==> src/rtl/calc_entry_seq.sv <==
// Operand-entry sequencer for a two's-complement add/sub stage: collects operand1, operator and
// operand2 on debounced Enter presses, captures the adder result and flags signed overflow.
// Optional build macro CALC_CHAIN_EN: Enter in S_DONE chains the result into operand1 and resumes at S_OP.
module calc_entry_seq #(
  parameter int WIDTH = 4
) (
  input  logic             clk,
  input  logic             rst_n,
  input  logic [WIDTH-1:0] sw,
  input  logic             op_sw,
  input  logic             enter_btn,
  input  logic             clear_btn,
  input  logic [WIDTH-1:0] add_result,
  output logic [WIDTH-1:0] operand1,
  output logic [WIDTH-1:0] operand2,
  output logic             operation,
  output logic [WIDTH-1:0] result,
  output logic             result_valid,
  output logic             overflow,
  output logic [2:0]       state
);

  typedef enum logic [2:0] {
    S_A    = 3'd0,
    S_OP   = 3'd1,
    S_B    = 3'd2,
    S_EXEC = 3'd3,
    S_DONE = 3'd4
  } state_e;

  state_e           state_q, state_d;
  logic [WIDTH-1:0] operand1_q, operand1_d;
  logic [WIDTH-1:0] operand2_q, operand2_d;
  logic             operation_q, operation_d;
  logic [WIDTH-1:0] result_q, result_d;
  logic             valid_q, valid_d;
  logic             ovf_q, ovf_d;

  // Two-flop synchronizers plus a "previous" flop so a held button yields a single pulse.
  logic enter_s1_q, enter_s2_q, enter_prev_q;
  logic clear_s1_q, clear_s2_q, clear_prev_q;
  logic enter_pulse, clear_pulse;
  logic msb_a, msb_b, msb_r, ovf_calc;

  assign enter_pulse = enter_s2_q & ~enter_prev_q;
  assign clear_pulse = clear_s2_q & ~clear_prev_q;

  assign msb_a    = operand1_q[WIDTH-1];
  assign msb_b    = operand2_q[WIDTH-1];
  assign msb_r    = add_result[WIDTH-1];
  assign ovf_calc = operation_q ? ((msb_a != msb_b) && (msb_r != msb_a))
                                : ((msb_a == msb_b) && (msb_r != msb_a));

  always_ff @(posedge clk or negedge rst_n) begin
    if (!rst_n) begin
      enter_s1_q   <= 1'b0;
      enter_s2_q   <= 1'b0;
      enter_prev_q <= 1'b0;
      clear_s1_q   <= 1'b0;
      clear_s2_q   <= 1'b0;
      clear_prev_q <= 1'b0;
    end else begin
      enter_s1_q   <= enter_btn;
      enter_s2_q   <= enter_s1_q;
      enter_prev_q <= enter_s2_q;
      clear_s1_q   <= clear_btn;
      clear_s2_q   <= clear_s1_q;
      clear_prev_q <= clear_s2_q;
    end
  end

  always_ff @(posedge clk or negedge rst_n) begin
    if (!rst_n) begin
      state_q     <= S_A;
      operand1_q  <= '0;
      operand2_q  <= '0;
      operation_q <= 1'b0;
      result_q    <= '0;
      valid_q     <= 1'b0;
      ovf_q       <= 1'b0;
    end else begin
      state_q     <= state_d;
      operand1_q  <= operand1_d;
      operand2_q  <= operand2_d;
      operation_q <= operation_d;
      result_q    <= result_d;
      valid_q     <= valid_d;
      ovf_q       <= ovf_d;
    end
  end

  always_comb begin
    state_d     = state_q;
    operand1_d  = operand1_q;
    operand2_d  = operand2_q;
    operation_d = operation_q;
    result_d    = result_q;
    valid_d     = valid_q;
    ovf_d       = ovf_q;
    // Clear overrides everything, including a same-cycle Enter and the S_EXEC capture.
    if (clear_pulse) begin
      state_d = S_A;
      valid_d = 1'b0;
      ovf_d   = 1'b0;
    end else begin
      case (state_q)
        S_A: begin
          if (enter_pulse) begin
            operand1_d = sw;
            state_d    = S_OP;
          end
        end
        S_OP: begin
          if (enter_pulse) begin
            operation_d = op_sw;
            state_d     = S_B;
          end
        end
        S_B: begin
          if (enter_pulse) begin
            operand2_d = sw;
            state_d    = S_EXEC;
          end
        end
        S_EXEC: begin
          result_d = add_result;
          valid_d  = 1'b1;
          ovf_d    = ovf_calc;
          state_d  = S_DONE;
        end
        S_DONE: begin
          if (enter_pulse) begin
            valid_d = 1'b0;
            ovf_d   = 1'b0;
`ifdef CALC_CHAIN_EN
            operand1_d = result_q;
            state_d    = S_OP;
`else
            state_d    = S_A;
`endif
          end
        end
        default: state_d = S_A;
      endcase
    end
  end

  assign operand1     = operand1_q;
  assign operand2     = operand2_q;
  assign operation    = operation_q;
  assign result       = result_q;
  assign result_valid = valid_q;
  assign overflow     = ovf_q;
  assign state        = state_q;

endmodule

==> config.mk <==
export PLATFORM = sky130hd
export DESIGN_NAME = calc_entry_seq
export DESIGN_NICKNAME = d
export VERILOG_FILES = /design/src/rtl/calc_entry_seq.sv
export SDC_FILE = /design/constraint.sdc
export NUM_CORES = 1
export LEC_CHECK = 0
export ABC_CLOCK_PERIOD_IN_PS = 1500
export CELL_PAD_IN_SITES_DETAIL_PLACEMENT = 0
export CELL_PAD_IN_SITES_GLOBAL_PLACEMENT = 2
export CORE_MARGIN = 2
export CORE_UTILIZATION = 27
export CTS_CLUSTER_SIZE = 30
export DETAILED_ROUTE_END_ITERATION = 10
export GPL_ROUTABILITY_DRIVEN = 1
export GPL_TIMING_DRIVEN = 0
export PLACE_DENSITY_LB_ADDON = 0.25
export SLEW_MARGIN = 20
export SYNTH_ARGS = -nofsm -noshare
export SYNTH_HDL_FRONTEND = slang
export SYNTH_SLANG_ARGS = --single-unit
==> constraint.sdc <==
create_clock -name clk -period 1.5 [get_ports clk]
set_input_delay 0.225 -clock clk [delete_from_list [all_inputs] [get_ports clk]]
set_output_delay 0.225 -clock clk [all_outputs]
set_load 0.005 [all_outputs]
* Word-level counts from Yosys, hierarchy flattened
Cells that the tools add are included.
Widths: inputs -> output; s select.
** Cells by class
- $add $sub $neg :: 0
- $mul :: 0
- Div/mod/pow operators :: 0
- $lt $le $gt $ge :: 0
- Equality and inequality tests :: 11
- Shift operators :: 0
- Muxes and demuxes :: 12
- Bitwise operators :: 5
- Reductions and logical operators :: 10
** Operator list (count)
- $mux 3 :: 5
- $pmux 3 s5 :: 1
- $ne 3x3->1 const B :: 4
- $reduce_and 3->1 :: 3
- $eq 3x2->1 const B :: 2
- $mux 1 :: 4
- $pmux 1 s2 :: 2
- $reduce_and 2->1 :: 2
- $reduce_and 4->1 :: 1
- $eq 3x1->1 const B :: 1
- $eq 3x3->1 const B :: 1
- $logic_not 3->1 :: 1
- $not 1->1 :: 3
- $reduce_bool 3->1 :: 1
- $and 1x1->1 :: 2
- $logic_and 1x1->1 :: 2
- $ne 1x1->1 :: 2
- $eq 1x1->1 :: 1
** Word-level totals
- Bits in registers :: 24
- Latch bits :: 0
- Bits in writable memories :: 0
- Memory bits (read-only) :: 0
- Input port bits :: 13
- Output and inout bits :: 18
- Word-level logic and storage cells :: 51
- Memories :: 0

* Longest topological paths before layout
Gate-level depths: netlist (run 1).
- Depth after elaboration :: 5
- Depth in mapped cells :: 4
- Mapped depth without buffers :: 3

* Worst setup path before layout (run 1)
OpenSTA, ideal clock, no wires.
- Path kind :: register to register
- From :: register clear_s2_q
- To :: register operand1_q[0] (netlist: operand1[0])
- Library setup time :: 0.125 ns
- Arrival :: 1.290 ns
- Required time :: 1.375 ns
- Path slack :: 0.086 ns
- Cell stages (with the launch flop) :: 5
- Buffers on the path :: 1
- Clock period less this slack :: 1.414 ns
- Path through :: dfrtp_1 > nor2b_4 > buf_6 > nor4b_4 > mux2_2
** On the way
- Cells in the longest elaborated chain, start to end :: 3
** RTL lines
- start: declaration :: line 41 : logic clear_s1_q, clear_s2_q, clear_prev_q;
- start signal: assignment :: line 67 : clear_s2_q <= clear_s1_q;
- $and 1x1->1 :: line 46 : assign clear_pulse = clear_s2_q & ~clear_prev_q;
- $not 1->1 (no line)
- $reduce_and 3->1 (no line)
- end signal: assignment :: line 83 : operand1_q <= operand1_d;
- end: declaration :: line 32 : logic [WIDTH-1:0] operand1_q, operand1_d;
No other way between the ends.
A chain may end at the register's enable or synchronous reset.

* Worst setup path in the final report (run 1)
- From :: register state_q[0] (netlist: state[0])
- To :: register operand2_q[2] (netlist: operand2[2])
** On the way
- Cells in the longest elaborated chain, start to end :: 2
** RTL lines
- start: declaration :: line 31 : state_e state_q, state_d;
- start signal: assignment :: line 82 : state_q <= state_d;
- $eq 3x2->1 :: line 106 : case (state_q)
- $reduce_and 3->1 (no line)
- end signal: assignment :: line 84 : operand2_q <= operand2_d;
- end: declaration :: line 33 : logic [WIDTH-1:0] operand2_q, operand2_d;
No other way between the ends.

==> summary.txt, run 1 <==
Status: finished, final reports clean
WP buf/inv: 1
I/O pin total: 31
Layout cells sized above 1: 36.7%
Port Buffer Count: 30
Critical Path RT: 1.71 ns
Area Growth Syn to Fin: 52.7%
Gp weighted congestion: 0.614
Number of enable flip-flop cells after synthesis: 0
First-iteration detailed-routing DRC count: 33
Core area: 3420 µm²
VDD IR-drop max: 0.625 mV
DP Wirelength: 1.31 mm
CP arrival: 1.68 ns
Cell Chain, Critical Path: nand2b_4 -> nor4_4 -> buf_4 -> mux2_2
Post-synth top cells: dfrtp_1 (24), mux2_2 (14), nand2b_1 (5)
Final worst-path cycle share: 97.8%
Rows: 21
Routed Antenna Nets: 0
Post-Route WL: 1.91 mm
Reg clk slew, reported paths: 0.12 ns
Fin area: 1490 µm²
Initial cell density of the core: 28.6%
F_max: 682 MHz
Total number of vias: 663
Post-DP Area: 1330 µm²
Top cells by area, synth: dfrtp_1 (62%), mux2_2 (16%), nand2b_1 (3.2%), nor4b_4 (2.4%), nor4_4 (2.2%)
Largest delay share family, worst path: flip-flops
Largest net degree at the start of global routing: 25
Final setup fails: 0
Library cells used by synthesis: 21
Gr usage total: 10.4%
Vias in the first global route: 698
TritonCTS clock tree: done
Min Tclk post-route: 1.47 ns
Max FO, Critical Path: 6
Post-synth top area cell: dfrtp_1
Ys Warns: 0
Unrepaired setup endpoints after global routing: true
Mapped Cells: 65
Max Slew Vio Count: 0
CP max-delay cell: dfrtp_2
Initial antenna violation count: 0
Worst Tran Pin Value: 0.540 ns
Routed len/inst: 12.3 µm
Asr flop ratio synth: 100%
Sequential fraction of the synthesis area: 61.5%
Clk_lat worst skew: 0.31 ns
Leak pwr: 0.648 nW
Die X-Extent: 64.1 µm
Post-Syn Area: 976 µm²
Critical Path Start Type: flip-flop
Hold slack: 0.337 ns
Congestion Overflow GR: 0
Yosys top cell area share: 61.5%
Design Power: 2.16 mW
Max-cap violations: 0
CP max stage delay: 0.46 ns
Die Y: 64.1 µm
Power Density: 1450 nW/µm²
First-pass GRT wire length: 3.28 mm
Top FF cell, synth: dfrtp_1
Worst slew margin: 64.0%
Mapped Nets: 78
Die footprint: 4110 µm²
Synthesized area per cell: 15.0 µm²
Final nets: 124
Worst setup EP type: flip-flop
Yosys reg bits: 24
DR pass1 iterations: 2
Setup CP Type: flip-flop to flip-flop
# H-tree levels: 1
Vias/cell: 4.28
Num CTS Buffers: 3
Clock root cell: clkbuf_4
Drc violations: 0
Count leader, synth: dfrtp_1
Final hold vios: 0
N_diodes: 0
Num Clock Sinks: 24
Worst min path class: input port to flip-flop
Final Skew: 0.00195 ns
CTS max path bufs: 2
[worst register-to-register path, cell delays in order, from the launching register on]
cell and delay, ns:
dfrtp_2 0.46, nand2b_4 0.16, nor4_4 0.26, buf_4 0.17
mux2_2 0.32
[path summary, 6_finish.rpt]
check                               endpoint  cells after the start  slack, ns  startpoint
max in group asynchronous           state[0]                      2       0.70       rst_n
worst max register to register   operand2[2]                      4       0.03    state[0]
worst min register to register    enter_s2_q                      0       0.36  enter_s1_q
worst max-delay path             operand2[2]                      4       0.03    state[0]
min in group asynchronous       result_valid                      2       0.42       rst_n
worst min-delay path              clear_s1_q                      1       0.34   clear_btn
[repair_timing]
item | 4_1_cts | 5_1_grt
setup endpoints to repair | 15 | 17
pin swaps | 2 | 2
hold endpoints to repair | 0 | 24
hold buffers | 0 | 1
buffers inserted | 6 | 6
resized for setup | 5 | 13
[through the flow]
step	std cells	setup WS [ns]	TNS, ns	utilization [%]
after floorplan	65	0.0855	0	-
after detailed placement	141	-0.107	-3.44	39.0
final	155	0.0327	0	43.6
after global placement	141	-0.0647	-2.13	39.0
after CTS	150	0.00380	0	41.4
after global routing	155	-0.0390	-0.0754	43.6
[placed cells by master, fill, tap and decap left out, types with 3 or more instances in the layout]
master / count
buf_4: 10
clkbuf_4: 3
clkdlybuf4s50_1: 27
dfrtp_1: 21
dfrtp_2: 3
mux2_2: 8
mux2_4: 6
nand2b_1: 3
[area by class of cell]
cell class	count	area, µm²
Fill cell	332	1930
Sequential cell	24	604
Timing Repair Buffer	43	404
Multi-Input combinational cell	39	402
Tap cell	46	57.6
Clock buffer	3	22.5
[metal layers]
metal / wire length [µm] / track usage (%) / share of wire (%) / vias up
li1: - / - / - / 318
met1: 906 / 14.3 / 48 / 320
met2: 875 / 15.6 / 46 / 20
met3: 84 / 2.29 / 4.4 / 5
met4: 40 / 4.79 / 2.1 / 0
met5: 0 / 0 / 0 / -
[logic make-up (layout without fill, tap and decap cells)]
kind of cell / count (synthesis) / count (layout) / synth area share (%)
multiplexers: 15 / 15 / 17.2
buffers and inverters: 2 / 46 / 1.92
flip-flops: 24 / 24 / 61.5
AND/OR/NAND/NOR: 18 / 18 / 15.3
XOR/XNOR: 1 / 1 / 0.898
AO/OA/AOI/OAI: 5 / 5 / 3.21
[flip-flops by register name, summed over array words and instances (netlist names)]
register      cells
operand1          4
result            4
enter_prev_q      1
enter_s1_q        1
state             3
operand2          4
enter_s2_q        1
clear_s2_q        1
overflow          1
clear_s1_q        1
result_valid      1
clear_prev_q      1
operation         1
[power by group]
part           total (mW)  internal [mW]  switching, mW
combinational       0.921          0.665          0.256
clock               0.274         0.0940          0.180
sequential          0.969          0.842          0.127
Note: power is estimated with default switching activity, not from simulation.
==> run 2: changes to the inputs <==
--- a/config.mk
+++ b/config.mk
@@ -15,7 +15,7 @@
 export GPL_ROUTABILITY_DRIVEN = 1
 export GPL_TIMING_DRIVEN = 0
 export PLACE_DENSITY_LB_ADDON = 0.25
-export SLEW_MARGIN = 20
+export SLEW_MARGIN = 0
 export SYNTH_ARGS = -nofsm -noshare
 export SYNTH_HDL_FRONTEND = slang
 export SYNTH_SLANG_ARGS = --single-unit
==> run 2 against run 1 <==
Compared with the run above:
- sequential share of layout area rose by 0.14 points
- clock-buffer cell count did not move
- core utilization decreased by 0.15 points
- power is essentially flat
- global-route usage unchanged
- maximum frequency is essentially flat
- clock skew is 0.00055 ns lower
- non-clock buffer count is 1 lower
- critical endpoint unchanged
- largest power group unchanged
==> summary.txt, run 2 (synthesis results as in run 1) <==
First-iteration detailed-routing DRC count: 31
GRT met2 Usage: 15.6%
DR pass1 iterations: 3
Pre-CTS setup slack: -0.107 ns
Combinational share of power: 42.5%
Critical Path Start Type: flip-flop
Net switching share of the total power: 26.1%
Die footprint: 4110 µm²
Max FO, Critical Path: 6
Int Power: 1.60 mW
Final setup margin: 0.0323 ns
DP Wirelength: 1.31 mm
Max Slew Vio Count: 0
CTS max path bufs: 2
Cell Chain, Critical Path: nand2b_4 -> nor4_4 -> buf_4 -> mux2_2
Core area: 3420 µm²
VDD IR-drop max: 0.626 mV
Reg clk slew, reported paths: 0.12 ns
Met3 global-route usage: 2.29%
CP arrival: 1.68 ns
Final worst-path cycle share: 97.8%
Leak pwr: 0.643 nW
Die Y: 64.1 µm
Final non-filler cell total: 154
Worst min path class: input port to flip-flop
Clock power frac: 12.7%
Initial cell density of the core: 28.6%
Rows: 21
F_max: 681 MHz
Final nets: 123
GRT busiest layer: met2
Post-Route WL: 1.91 mm
Met1 Use GR: 14.3%
Filler cell count: 332
Initial antenna violation count: 0
CP max stage delay: 0.46 ns
Num CTS Buffers: 3
N_diodes: 0
Max-cap violations: 0
Total number of vias: 661
Gr usage total: 10.4%
Flop pwr share: 44.8%
Switching Power: 564 µW
Final Skew: 0.00140 ns
Status: finished, final reports clean
Design Power: 2.16 mW
Routed len/inst: 12.4 µm
Worst setup EP type: flip-flop
Most common cell after layout, fill and taps aside: clkdlybuf4s50_1
Final hold vios: 0
Layout cells sized above 1: 36.1%
Vias/cell: 4.29
Num Clock Sinks: 24
Routed Antenna Nets: 0
Clock root cell: clkbuf_4
Congestion Overflow GR: 0
Clk_lat worst skew: 0.31 ns
Hold slack: 0.335 ns
Hold-fix buffers, CTS: 0
Min Tclk post-route: 1.47 ns
Inst Count DP: 141
Unrepaired setup endpoints after global routing: true
Gp weighted congestion: 0.614
First-pass GRT wire length: 3.28 mm
Setup CP Type: flip-flop to flip-flop
Largest net degree at the start of global routing: 25
Critical Path RT: 1.71 ns
Commonest non-fill, non-tap cells in the layout: clkdlybuf4s50_1 (28), dfrtp_1 (21), buf_4 (10), mux2_2 (8), mux2_4 (6)
CP max-delay cell: dfrtp_2
Port Buffer Count: 30
# H-tree levels: 1
Final setup fails: 0
Vias in the first global route: 698
Worst slew margin: 28.2%
TritonCTS clock tree: done
I/O pin total: 31
Die X-Extent: 64.1 µm
Area Growth Syn to Fin: 52.2%
Worst Tran Pin Value: 1.07 ns
Drc violations: 0
Power Density: 1460 nW/µm²
run 2: cell count changes in the layout (fill, tap and decap cells not counted):
| cell | before | now |
|---|---|---|
| buf_2 | 1 | 0 |
| clkdlybuf4s50_1 | 27 | 28 |
| dlygate4sd3_1 | 1 | 0 |
run 2: worst paths after layout:
check	slack [ns]	to	start	cells past startpoint
min	0.33	clear_s1_q	clear_btn	1
min reg2reg	0.36	enter_s2_q	enter_s1_q	0
max	0.03	operand2[2]	state[0]	4
max reg2reg	0.03	operand2[2]	state[0]	4
max in group asynchronous	0.31	state[0]	rst_n	1
min in group asynchronous	0.48	state[2]	rst_n	1
run 2: worst max-delay path, delay by kind of cell (launching register included):
kind | cells | cell delay, ns
buffers and inverters | 1 | 0.17
DFF | 1 | 0.46
muxes | 1 | 0.32
and+or+nand+nor | 2 | 0.42
run 2: what timing repair did:
action | 4_1_cts | 5_1_grt
buffers inserted | 6 | 6
gates cloned | 0 | 0
setup endpoints to repair | 15 | 17
resized for setup | 5 | 13
pin swaps | 2 | 2
run 2: stage by stage:
| stage | setup TNS [ns] | util [%] | instance area [µm²] |
|---|---|---|---|
| 2_1_floorplan | 0 | - | 976 |
| 3_3_place_gp | -2.13 | 39.0 | 1330 |
| 3_5_place_dp | -3.44 | 39.0 | 1330 |
| 4_1_cts | 0 | 41.4 | 1410 |
| 5_1_grt | -0.0754 | 43.5 | 1490 |
| 6_report | 0 | 43.5 | 1490 |
run 2: power by group through the flow:
stage / logic [mW] / registers [mW] / clock network [mW]
2_1_floorplan: 0.292 / 0.987 / 0
3_3_place_gp: 0.768 / 0.983 / 0
3_5_place_dp: 0.766 / 0.989 / 0
4_1_cts: 0.811 / 0.973 / 0.296
5_1_grt: 0.989 / 1.00 / 0.331
6_report: 0.920 / 0.969 / 0.276
run 2: final cells by class:
class                      count  area [µm²]  share of cell area [%]
timing repair buffer          42         399                    26.9
multi-input combinational     39         402                    27.0
clock buffer                   3        22.5                    1.52
sequential                    24         604                    40.7
tap                           46        57.6                    3.88
run 2: routing by layer:
| metal | wire length (µm) | share of wire [%] |
|---|---|---|
| met4 | 40 | 2.1 |
| met5 | 0 | 0 |
| met2 | 882 | 46 |
| met3 | 88 | 4.6 |
| met1 | 896 | 47 |
